===== config.mk =====
export PLATFORM = sky130hd
export DESIGN_NAME = hdmi_vtg_pattern_flat
export DESIGN_NICKNAME = d
export VERILOG_FILES = /design/src/rtl/hdmi_vid_pkg.sv /design/src/rtl/hdmi_vtg_pattern_if.sv /design/src/rtl/vid_pattern_gen.sv /design/src/rtl/hdmi_vtg_pattern.sv /design/src/flat_wrapper.sv
export SDC_FILE = /design/constraint.sdc
export NUM_CORES = 1
export LEC_CHECK = 0
export BUFFER_PORTS_ARGS = -buffer_cell sky130_fd_sc_hd__buf_4
export CAP_MARGIN = 20
export CELL_PAD_IN_SITES_DETAIL_PLACEMENT = 1
export CELL_PAD_IN_SITES_GLOBAL_PLACEMENT = 1
export CORE_MARGIN = 3
export CORE_UTILIZATION = 47
export CTS_CLUSTER_DIAMETER = 200
export DETAILED_ROUTE_END_ITERATION = 12
export PLACE_DENSITY_LB_ADDON = 0.1
export SYNTH_ARGS = -nofsm -noshare
export SYNTH_HDL_FRONTEND = slang
export SYNTH_SLANG_ARGS = --single-unit
export TNS_END_PERCENT = 100

===== constraint.sdc =====
create_clock -name clk_100 -period 8.4 [get_ports clk_100]
set_input_delay 0 -clock clk_100 [delete_from_list [all_inputs] [get_ports clk_100]]
set_output_delay 0 -clock clk_100 [all_outputs]
set_load 0.02 [all_outputs]

===== src/rtl/hdmi_vid_pkg.sv =====
// Shared video constants, pattern/state enums, colour-bar table and CRC helper
// for the hdmi_vtg_pattern timing generator.
package hdmi_vid_pkg;

    localparam int CNT_W = 12;

    localparam int DEF_CLK_DIV  = 4;
    localparam int DEF_H_ACTIVE = 640;
    localparam int DEF_H_FP     = 16;
    localparam int DEF_H_SYNC   = 96;
    localparam int DEF_H_BP     = 48;
    localparam int DEF_V_ACTIVE = 480;
    localparam int DEF_V_FP     = 10;
    localparam int DEF_V_SYNC   = 2;
    localparam int DEF_V_BP     = 33;

    typedef enum logic [1:0] {
        PAT_BARS  = 2'd0,
        PAT_RAMP  = 2'd1,
        PAT_CHECK = 2'd2,
        PAT_BLACK = 2'd3
    } pat_e;

    typedef enum logic [1:0] {
        ST_IDLE  = 2'd0,
        ST_RUN   = 2'd1,
        ST_DRAIN = 2'd2
    } vtg_state_e;

    typedef struct packed {
        logic [7:0] y;
        logic [7:0] cb;
        logic [7:0] cr;
    } ycc_t;

    localparam logic [7:0] Y_WHITE = 8'd235;
    localparam logic [7:0] Y_BLACK = 8'd16;
    localparam logic [7:0] C_MID   = 8'd128;

    localparam ycc_t BLACK_YCC = '{y: Y_BLACK, cb: C_MID, cr: C_MID};

    // White, yellow, cyan, green, magenta, red, blue, black (left to right).
    localparam ycc_t BAR_TABLE [0:7] = '{
        '{y: 8'd235, cb: 8'd128, cr: 8'd128},
        '{y: 8'd210, cb: 8'd16,  cr: 8'd146},
        '{y: 8'd170, cb: 8'd166, cr: 8'd16},
        '{y: 8'd145, cb: 8'd54,  cr: 8'd34},
        '{y: 8'd106, cb: 8'd202, cr: 8'd222},
        '{y: 8'd81,  cb: 8'd90,  cr: 8'd240},
        '{y: 8'd41,  cb: 8'd240, cr: 8'd110},
        '{y: 8'd16,  cb: 8'd128, cr: 8'd128}
    };

    localparam logic [15:0] CRC_POLY = 16'h1021;
    localparam logic [15:0] CRC_INIT = 16'hFFFF;

    // CRC-16-CCITT over one 16-bit word, MSB first.
    function automatic logic [15:0] crc16_upd(input logic [15:0] crc, input logic [15:0] data);
        logic [15:0] c;
        logic        fb;
        c = crc;
        for (int i = 15; i >= 0; i--) begin
            fb = c[15] ^ data[i];
            c  = {c[14:0], 1'b0};
            if (fb) c = c ^ CRC_POLY;
        end
        return c;
    endfunction

endpackage


===== src/rtl/hdmi_vtg_pattern_if.sv =====
// Control inputs and video outputs of hdmi_vtg_pattern; master = video source,
// slave = video consumer / controller.
interface hdmi_vtg_pattern_if;

    logic        en;
    logic [1:0]  pattern_sel;
    logic        pix_ce;
    logic        hdmi_hsync;
    logic        hdmi_vsync;
    logic        hdmi_de;
    logic [15:0] hdmi_d;
    logic        sof;
    logic [15:0] frame_cnt;
    logic [15:0] frame_crc;

    modport master (
        input  en, pattern_sel,
        output pix_ce, hdmi_hsync, hdmi_vsync, hdmi_de, hdmi_d,
        output sof, frame_cnt, frame_crc
    );

    modport slave (
        output en, pattern_sel,
        input  pix_ce, hdmi_hsync, hdmi_vsync, hdmi_de, hdmi_d,
        input  sof, frame_cnt, frame_crc
    );

endinterface


===== src/rtl/vid_pattern_gen.sv =====
// Combinational test-pattern lookup: (x, y, pattern, odd) -> {Y, Cb|Cr}.
module vid_pattern_gen
    import hdmi_vid_pkg::*;
#(
    parameter int H_ACTIVE = DEF_H_ACTIVE
) (
    input  logic [CNT_W-1:0] i_x,
    input  logic [CNT_W-1:0] i_y,
    input  pat_e             i_sel,
    input  logic             i_odd,
    output logic [15:0]      o_pix
);

    localparam int BAR_W = H_ACTIVE / 8;

    logic [2:0] w_bar_idx;
    ycc_t       w_ycc;
    logic       w_unused_y;

    assign w_unused_y = ^{i_y[CNT_W-1:6], i_y[4:0]};

    // Threshold compare avoids a divider when the bar width is not a power of two.
    always_comb begin
        w_bar_idx = 3'd0;
        for (int i = 1; i < 8; i++) begin
            if (i_x >= CNT_W'(i * BAR_W)) w_bar_idx = 3'(i);
        end
    end

    always_comb begin
        w_ycc = BLACK_YCC;
        case (i_sel)
            PAT_BARS:  w_ycc = BAR_TABLE[w_bar_idx];
            PAT_RAMP:  w_ycc = '{y: i_x[7:0], cb: C_MID, cr: C_MID};
            PAT_CHECK: w_ycc = '{y: (i_x[5] ^ i_y[5]) ? Y_WHITE : Y_BLACK, cb: C_MID, cr: C_MID};
            default:   w_ycc = BLACK_YCC;
        endcase
    end

    assign o_pix = {w_ycc.y, i_odd ? w_ycc.cr : w_ycc.cb};

endmodule


===== src/rtl/hdmi_vtg_pattern.sv =====
// Video timing generator + YCbCr 4:2:2 test-pattern source for the ADV7511.
// Optional per-frame CRC of active pixels is enabled by defining FRAME_CRC_EN.
module hdmi_vtg_pattern
    import hdmi_vid_pkg::*;
#(
    parameter int CLK_DIV  = DEF_CLK_DIV,
    parameter int H_ACTIVE = DEF_H_ACTIVE,
    parameter int H_FP     = DEF_H_FP,
    parameter int H_SYNC   = DEF_H_SYNC,
    parameter int H_BP     = DEF_H_BP,
    parameter int V_ACTIVE = DEF_V_ACTIVE,
    parameter int V_FP     = DEF_V_FP,
    parameter int V_SYNC   = DEF_V_SYNC,
    parameter int V_BP     = DEF_V_BP,
    parameter bit HS_POL   = 1'b0,
    parameter bit VS_POL   = 1'b0
) (
    input  logic              clk_100,
    input  logic              reset,
    hdmi_vtg_pattern_if.master vid
);

    localparam int H_TOTAL = H_ACTIVE + H_FP + H_SYNC + H_BP;
    localparam int V_TOTAL = V_ACTIVE + V_FP + V_SYNC + V_BP;
    localparam int PS_W    = (CLK_DIV > 1) ? $clog2(CLK_DIV) : 1;

    localparam logic [PS_W-1:0]  PS_LAST = PS_W'(CLK_DIV - 1);
    localparam logic [CNT_W-1:0] H_LAST  = CNT_W'(H_TOTAL - 1);
    localparam logic [CNT_W-1:0] V_LAST  = CNT_W'(V_TOTAL - 1);
    localparam logic [CNT_W-1:0] H_ACT   = CNT_W'(H_ACTIVE);
    localparam logic [CNT_W-1:0] V_ACT   = CNT_W'(V_ACTIVE);
    localparam logic [CNT_W-1:0] HS_BEG  = CNT_W'(H_ACTIVE + H_FP);
    localparam logic [CNT_W-1:0] HS_END  = CNT_W'(H_ACTIVE + H_FP + H_SYNC);
    localparam logic [CNT_W-1:0] VS_BEG  = CNT_W'(V_ACTIVE + V_FP);
    localparam logic [CNT_W-1:0] VS_END  = CNT_W'(V_ACTIVE + V_FP + V_SYNC);

    logic [PS_W-1:0]  r_presc;
    logic             r_pix_ce;
    logic [CNT_W-1:0] r_h;
    logic [CNT_W-1:0] r_v;
    vtg_state_e       r_state;
    vtg_state_e       w_state_nxt;
    pat_e             r_sel;
    pat_e             w_sel;
    logic             r_hs;
    logic             r_vs;
    logic             r_de;
    logic [15:0]      r_d;
    logic             r_sof;
    logic [15:0]      r_frame_cnt;

    logic             w_tick;
    logic             w_emit;
    logic             w_h_last;
    logic             w_v_last;
    logic             w_frame_pos;
    logic             w_active;
    logic             w_hs_on;
    logic             w_vs_on;
    logic [15:0]      w_pix;

    assign w_tick      = (r_presc == PS_LAST);
    assign w_h_last    = (r_h == H_LAST);
    assign w_v_last    = (r_v == V_LAST);
    assign w_frame_pos = (r_h == '0) && (r_v == '0);
    assign w_active    = (r_h < H_ACT) && (r_v < V_ACT);
    assign w_hs_on     = (r_h >= HS_BEG) && (r_h < HS_END);
    assign w_vs_on     = (r_v >= VS_BEG) && (r_v < VS_END);
    assign w_sel       = w_frame_pos ? pat_e'(vid.pattern_sel) : r_sel;

    // NOTE: pix_ce is registered so it reads 0 during reset even with CLK_DIV=1.
    always_ff @(posedge clk_100 or posedge reset) begin
        if (reset) begin
            r_presc  <= '0;
            r_pix_ce <= 1'b0;
        end else begin
            r_presc  <= w_tick ? '0 : r_presc + 1'b1;
            r_pix_ce <= w_tick;
        end
    end

    always_ff @(posedge clk_100 or posedge reset) begin
        if (reset) r_state <= ST_IDLE;
        else       r_state <= w_state_nxt;
    end

    // NOTE: every output of this block gets a default first so no latch is inferred.
    always_comb begin
        w_state_nxt = r_state;
        w_emit      = 1'b0;
        case (r_state)
            ST_IDLE: begin
                w_emit = vid.en;
                if (w_tick && vid.en) w_state_nxt = ST_RUN;
            end
            ST_RUN: begin
                w_emit = 1'b1;
                if (w_tick && !vid.en)
                    w_state_nxt = (w_h_last && w_v_last) ? ST_IDLE : ST_DRAIN;
            end
            ST_DRAIN: begin
                w_emit = 1'b1;
                if (w_tick) begin
                    if (vid.en)                      w_state_nxt = ST_RUN;
                    else if (w_h_last && w_v_last)   w_state_nxt = ST_IDLE;
                end
            end
            default: w_state_nxt = ST_IDLE;
        endcase
    end

    // Counters sit at (0,0) in IDLE because DRAIN only exits on the frame wrap.
    always_ff @(posedge clk_100 or posedge reset) begin
        if (reset) begin
            r_h   <= '0;
            r_v   <= '0;
            r_sel <= PAT_BARS;
        end else if (w_tick && w_emit) begin
            r_sel <= w_sel;
            if (w_h_last) begin
                r_h <= '0;
                r_v <= w_v_last ? '0 : r_v + 1'b1;
            end else begin
                r_h <= r_h + 1'b1;
            end
        end
    end

    vid_pattern_gen #(
        .H_ACTIVE (H_ACTIVE)
    ) u_pattern (
        .i_x   (r_h),
        .i_y   (r_v),
        .i_sel (w_sel),
        .i_odd (r_h[0]),
        .o_pix (w_pix)
    );

    always_ff @(posedge clk_100 or posedge reset) begin
        if (reset) begin
            r_hs        <= ~HS_POL;
            r_vs        <= ~VS_POL;
            r_de        <= 1'b0;
            r_d         <= '0;
            r_sof       <= 1'b0;
            r_frame_cnt <= '0;
        end else begin
            r_sof <= w_tick && w_emit && w_frame_pos;
            if (w_tick) begin
                if (w_emit) begin
                    r_hs <= w_hs_on ? HS_POL : ~HS_POL;
                    r_vs <= w_vs_on ? VS_POL : ~VS_POL;
                    r_de <= w_active;
                    r_d  <= w_active ? w_pix : '0;
                    if (w_frame_pos) r_frame_cnt <= r_frame_cnt + 16'd1;
                end else begin
                    r_hs <= ~HS_POL;
                    r_vs <= ~VS_POL;
                    r_de <= 1'b0;
                    r_d  <= '0;
                end
            end
        end
    end

`ifdef FRAME_CRC_EN
    logic [15:0] r_crc_acc;
    logic [15:0] r_frame_crc;
    logic        r_crc_valid;
    logic [15:0] w_pix_act;

    assign w_pix_act = w_active ? w_pix : '0;

    // Pixel (0,0) opens the new frame, so it seeds the fresh accumulator.
    always_ff @(posedge clk_100 or posedge reset) begin
        if (reset) begin
            r_crc_acc   <= CRC_INIT;
            r_frame_crc <= '0;
            r_crc_valid <= 1'b0;
        end else if (w_tick && w_emit) begin
            if (w_frame_pos) begin
                if (r_crc_valid) r_frame_crc <= r_crc_acc;
                r_crc_valid <= 1'b1;
                r_crc_acc   <= w_active ? crc16_upd(CRC_INIT, w_pix_act) : CRC_INIT;
            end else if (w_active) begin
                r_crc_acc <= crc16_upd(r_crc_acc, w_pix_act);
            end
        end
    end

    assign vid.frame_crc = r_frame_crc;
`else
    assign vid.frame_crc = '0;
`endif

    assign vid.pix_ce     = r_pix_ce;
    assign vid.hdmi_hsync = r_hs;
    assign vid.hdmi_vsync = r_vs;
    assign vid.hdmi_de    = r_de;
    assign vid.hdmi_d     = r_d;
    assign vid.sof        = r_sof;
    assign vid.frame_cnt  = r_frame_cnt;

endmodule

===== src/flat_wrapper.sv =====
// flat-port wrapper written by rule: the top's interface ports become plain ports
module hdmi_vtg_pattern_flat import hdmi_vid_pkg::*;
#(
    parameter int CLK_DIV  = DEF_CLK_DIV,
    parameter int H_ACTIVE = DEF_H_ACTIVE,
    parameter int H_FP     = DEF_H_FP,
    parameter int H_SYNC   = DEF_H_SYNC,
    parameter int H_BP     = DEF_H_BP,
    parameter int V_ACTIVE = DEF_V_ACTIVE,
    parameter int V_FP     = DEF_V_FP,
    parameter int V_SYNC   = DEF_V_SYNC,
    parameter int V_BP     = DEF_V_BP,
    parameter bit HS_POL   = 1'b0,
    parameter bit VS_POL   = 1'b0
)
  (clk_100, reset, vid_en, vid_pattern_sel, vid_pix_ce, vid_hdmi_hsync, vid_hdmi_vsync, vid_hdmi_de, vid_hdmi_d, vid_sof, vid_frame_cnt, vid_frame_crc);
  hdmi_vtg_pattern_if vid_i ();
  input  logic clk_100;
  input  logic reset;
  input wire logic [$bits(vid_i.en)-1:0] vid_en;
  input wire logic [$bits(vid_i.pattern_sel)-1:0] vid_pattern_sel;
  output wire logic [$bits(vid_i.pix_ce)-1:0] vid_pix_ce;
  output wire logic [$bits(vid_i.hdmi_hsync)-1:0] vid_hdmi_hsync;
  output wire logic [$bits(vid_i.hdmi_vsync)-1:0] vid_hdmi_vsync;
  output wire logic [$bits(vid_i.hdmi_de)-1:0] vid_hdmi_de;
  output wire logic [$bits(vid_i.hdmi_d)-1:0] vid_hdmi_d;
  output wire logic [$bits(vid_i.sof)-1:0] vid_sof;
  output wire logic [$bits(vid_i.frame_cnt)-1:0] vid_frame_cnt;
  output wire logic [$bits(vid_i.frame_crc)-1:0] vid_frame_crc;
  assign vid_i.en = vid_en;
  assign vid_i.pattern_sel = vid_pattern_sel;
  assign vid_pix_ce = vid_i.pix_ce;
  assign vid_hdmi_hsync = vid_i.hdmi_hsync;
  assign vid_hdmi_vsync = vid_i.hdmi_vsync;
  assign vid_hdmi_de = vid_i.hdmi_de;
  assign vid_hdmi_d = vid_i.hdmi_d;
  assign vid_sof = vid_i.sof;
  assign vid_frame_cnt = vid_i.frame_cnt;
  assign vid_frame_crc = vid_i.frame_crc;
  hdmi_vtg_pattern #(.CLK_DIV(CLK_DIV), .H_ACTIVE(H_ACTIVE), .H_FP(H_FP), .H_SYNC(H_SYNC), .H_BP(H_BP), .V_ACTIVE(V_ACTIVE), .V_FP(V_FP), .V_SYNC(V_SYNC), .V_BP(V_BP), .HS_POL(HS_POL), .VS_POL(VS_POL)) u_core (.clk_100(clk_100), .reset(reset), .vid(vid_i));
endmodule

==> flow_summary.json <==
{
  "outcome": "complete, no violations",
  "portBuffers": 40,
  "gp_congestion": 0.796,
  "skew_ps": 8.25,
  "floorplan.die.width_um": 97.5,
  "clk_path_buf_depth": 2,
  "syn_inst": 415,
  "pwr-share-comb_pct": 22.4,
  "finalSetupViolCount": 0,
  "yosysTopAreaCellShare_pct": 40.7,
  "leakage_nw": 2.08,
  "hold_violations": 0,
  "synth_edf_count": 0,
  "syn_area_sq_mm": 0.00394,
  "whs_ps": 59.8,
  "swShare_pct": 32.2,
  "start_kind": "flip-flop",
  "antenna_found_initial": 0,
  "place_ws_ps": 5180,
  "max_freq_mhz": 302,
  "first_iter_violations": 136,
  "synth_top_flop_cell": "dfrtp_1",
  "setup_tns_ps": 0,
  "power_frac_seq_pct": 45.0,
  "critPathArrivalTime_ps": 3520,
  "cp-startpoint": "u_core.r_h[0]",
  "grt_pass1_wl_um": 16400,
  "drv_cap": 0,
  "worstPathRequired_ps": 8610,
  "yosys-top-cells-area": "dfrtp_1 (41%), ha_1 (7.3%), xnor2_1 (5.1%)",
  "multi_input_area_sq_mm": 0.00198,
  "holdBufCountCts": 3,
  "cts-htree-levels": 3,
  "grt.total_usage_pct": 21.0,
  "min_from": "vid_en",
  "crit_path_max_fanout": 12,
  "top_level_ports": 58,
  "drtAntennaViolNets": 0,
  "initial_core_util_pct": 49.6,
  "grt_pass1_vias": 3267,
  "rsz0062_at_grt": "no",
  "ys_types": 61,
  "yosys.area.top_type": "dfrtp_1",
  "tightest_slew_ps": 858,
  "root_buffer": "clkbuf_8",
  "grt-ovfl-total": 0,
  "routed_wl_um": 9710,
  "yosys_warnings": 0,
  "cp-end-kind": "flip-flop",
  "fill_cells": 941,
  "antenna_cells": 0,
  "post-route-min-period_ps": 3310,
  "fin_crit_sh_pct": 39.4,
  "critPathKind": "flip-flop to flip-flop",
  "fin_nets": 475,
  "coreArea_sq_mm": 0.00793,
  "r2r_start": "u_core.r_h[0]",
  "tritoncts": "done",
  "grt_max_degree": 67,
  "vias_per_cell": 5.67,
  "area_growth_pct": 12.8,
  "die_area_sq_mm": 0.00951,
  "cts.clk_slew.worst_paths_ps": 70,
  "worst_slack_ps": 5090,
  "synth_seq_area_share_pct": 42.0,
  "place_hpwl_um": 6770,
  "drive_gt1_share_pct": 17.3,
  "power.switching_w": 0.000287,
  "slew_headroom_pct": 42.8,
  "cts_made_buffers": 9,
  "clkLatencyLatePin_ps": 350,
  "wl_per_cell_um": 17.6,
  "ir_drop_mv": 0.0836,
  "drc": 0,
  "num_vias": 3133,
  "seq_area_sq_mm": 0.00165,
  "cts.sinks": 66,
  "totalPowerFinal_w": 0.000892,
  "cts_resized": 0,
  "ys_seq_elements": 66,
  "drt_pass1_iterations": 5,
  "dpl_cell_area_sq_mm": 0.00420,
  "syn_area_per_cell_sq_um": 9.48,
  "min_path_type": "primary input to flip-flop",
  "internal-power_w": 0.000604,
  "rows": 32,
  "clockPowerShare_pct": 32.6,
  "synthArstFlopShare_pct": 100,
  "maxSlewViolCount": 0,
  "power_density_mw_per_mm2": 201,
  "die_height_um": 97.5,
  "post_cts_buffers": 0,
  "stdcell_area_sq_mm": 0.00444
}
-- critical path, stage by stage (launching register included) --
cell,delay (ps)
dfrtp_1,530
inv_1,240
ha_1,170
nor4b_1,330
nand4_1,170
nor2_1,250
mux2i_1,370
inv_1,130
ha_1,320
a2111oi_0,530
a2bb2oi_1,130
-- cell usage after synthesis, types with 12 or more instances --
master,n
dfrtp_1,64
inv_1,30
nor2_1,29
nand2_1,28
ha_1,23
xnor2_1,23
o21ai_0,21
nand4_1,19
buf_4,17
clkbuf_1,13
nand3_1,13
o22ai_1,12
-- area by class of cell --
| type | instances | area share [%] |
|---|---|---|
| clock inverter | 6 | 1.86 |
| multi-input combinational | 293 | 44.7 |
| sequential | 66 | 37.3 |
| timing repair buffer | 46 | 7.95 |
| clock buffer | 9 | 2.79 |
| tap | 102 | 2.87 |
| inverter | 31 | 2.62 |
-- power by group through the flow --
stage	Clock [W]	Sequential, W	Combinational, W
final	0.000291	0.000401	0.000200
after global routing	0.000311	0.000408	0.000222
after CTS	0.000297	0.000401	0.000202
after detailed placement	0	0.000407	0.000198
after global placement	0	0.000403	0.000192
after floorplan	0	0.000410	0.000129
-- per-stage QoR --
stage                     util, %  std cells
after global placement       53.0        535
after floorplan                 -        431
final                        56.0        553
after global routing         56.0        553
after CTS                    56.0        553
after detailed placement     53.0        535
-- state kept, by name, summed over array words and instances, names as in the netlist --
signal and flops:
u_core.vid.hdmi_vsync 1, u_core.r_presc 2, u_core.r_h 12, u_core.vid.frame_cnt 16, u_core.vid.hdmi_de 1, u_core.vid.hdmi_d 15
u_core.vid.pix_ce 1, u_core.vid.hdmi_hsync 1, u_core.r_sel 2, u_core.r_state 2, u_core.vid.sof 1, u_core.r_v 12
-- final timing paths --
path	slack (ps)	end	cells past startpoint
max	5090	u_core.vid.hdmi_d[12]	10
min reg2reg	440	u_core.r_presc[0]	1
max in group asynchronous	7360	u_core.vid.hdmi_d[12]	4
max reg2reg	5090	u_core.vid.hdmi_d[12]	10
min	60	u_core.r_state[0]	4
min in group asynchronous	470	u_core.vid.frame_cnt[15]	4
-- layout by cell type, fill, tap and decap left out, types with 2 or more instances in the layout --
master,instances
dfrtp_1,64
buf_4,43
inv_1,29
nor2_1,29
nand2_1,28
xnor2_1,23
ha_1,23
o21ai_0,21
nand4_1,19
conb_1,17
nand3_1,13
o22ai_1,12
nor3_1,11
xor2_1,10
a21oi_1,9
clkbuf_8,9
and3_1,8
o31ai_1,6
mux2_2,6
nor2b_1,5
nand2b_1,4
a222oi_1,4
mux2i_1,4
nor4_1,3
clkinv_2,3
dlygate4sd3_1,3
or4_4,2
or2_2,2
a2111oi_0,2
or3_1,2
a41oi_1,2
a221o_1,2
nand3b_1,2
bufinv_16,2
dfstp_2,2
-- logic make-up (layout without fill, tap and decap cells) --
family	after synthesis	after routing	share of synthesized area, %
AOI/OAI and AO/OA	66	66	11.3
xor gates and xnor gates	33	33	7.34
adders and majority gates	24	24	7.57
buffers and inverters	72	92	9.09
DFF	66	66	42.0
muxes	10	10	2.73
other	1	17	0.0953
and+or+nand+nor	143	143	19.9
-- layer usage --
metal / share of wire, % / global-route usage (%) / vias to the layer above
li1: - / - / 1477
met1: 45 / 27.2 / 1582
met2: 50 / 35.2 / 61
met3: 3.8 / 3.59 / 13
met4: 1.6 / 7.88 / 0
met5: 0 / 0 / -
Power figures use the tool's default switching activity.
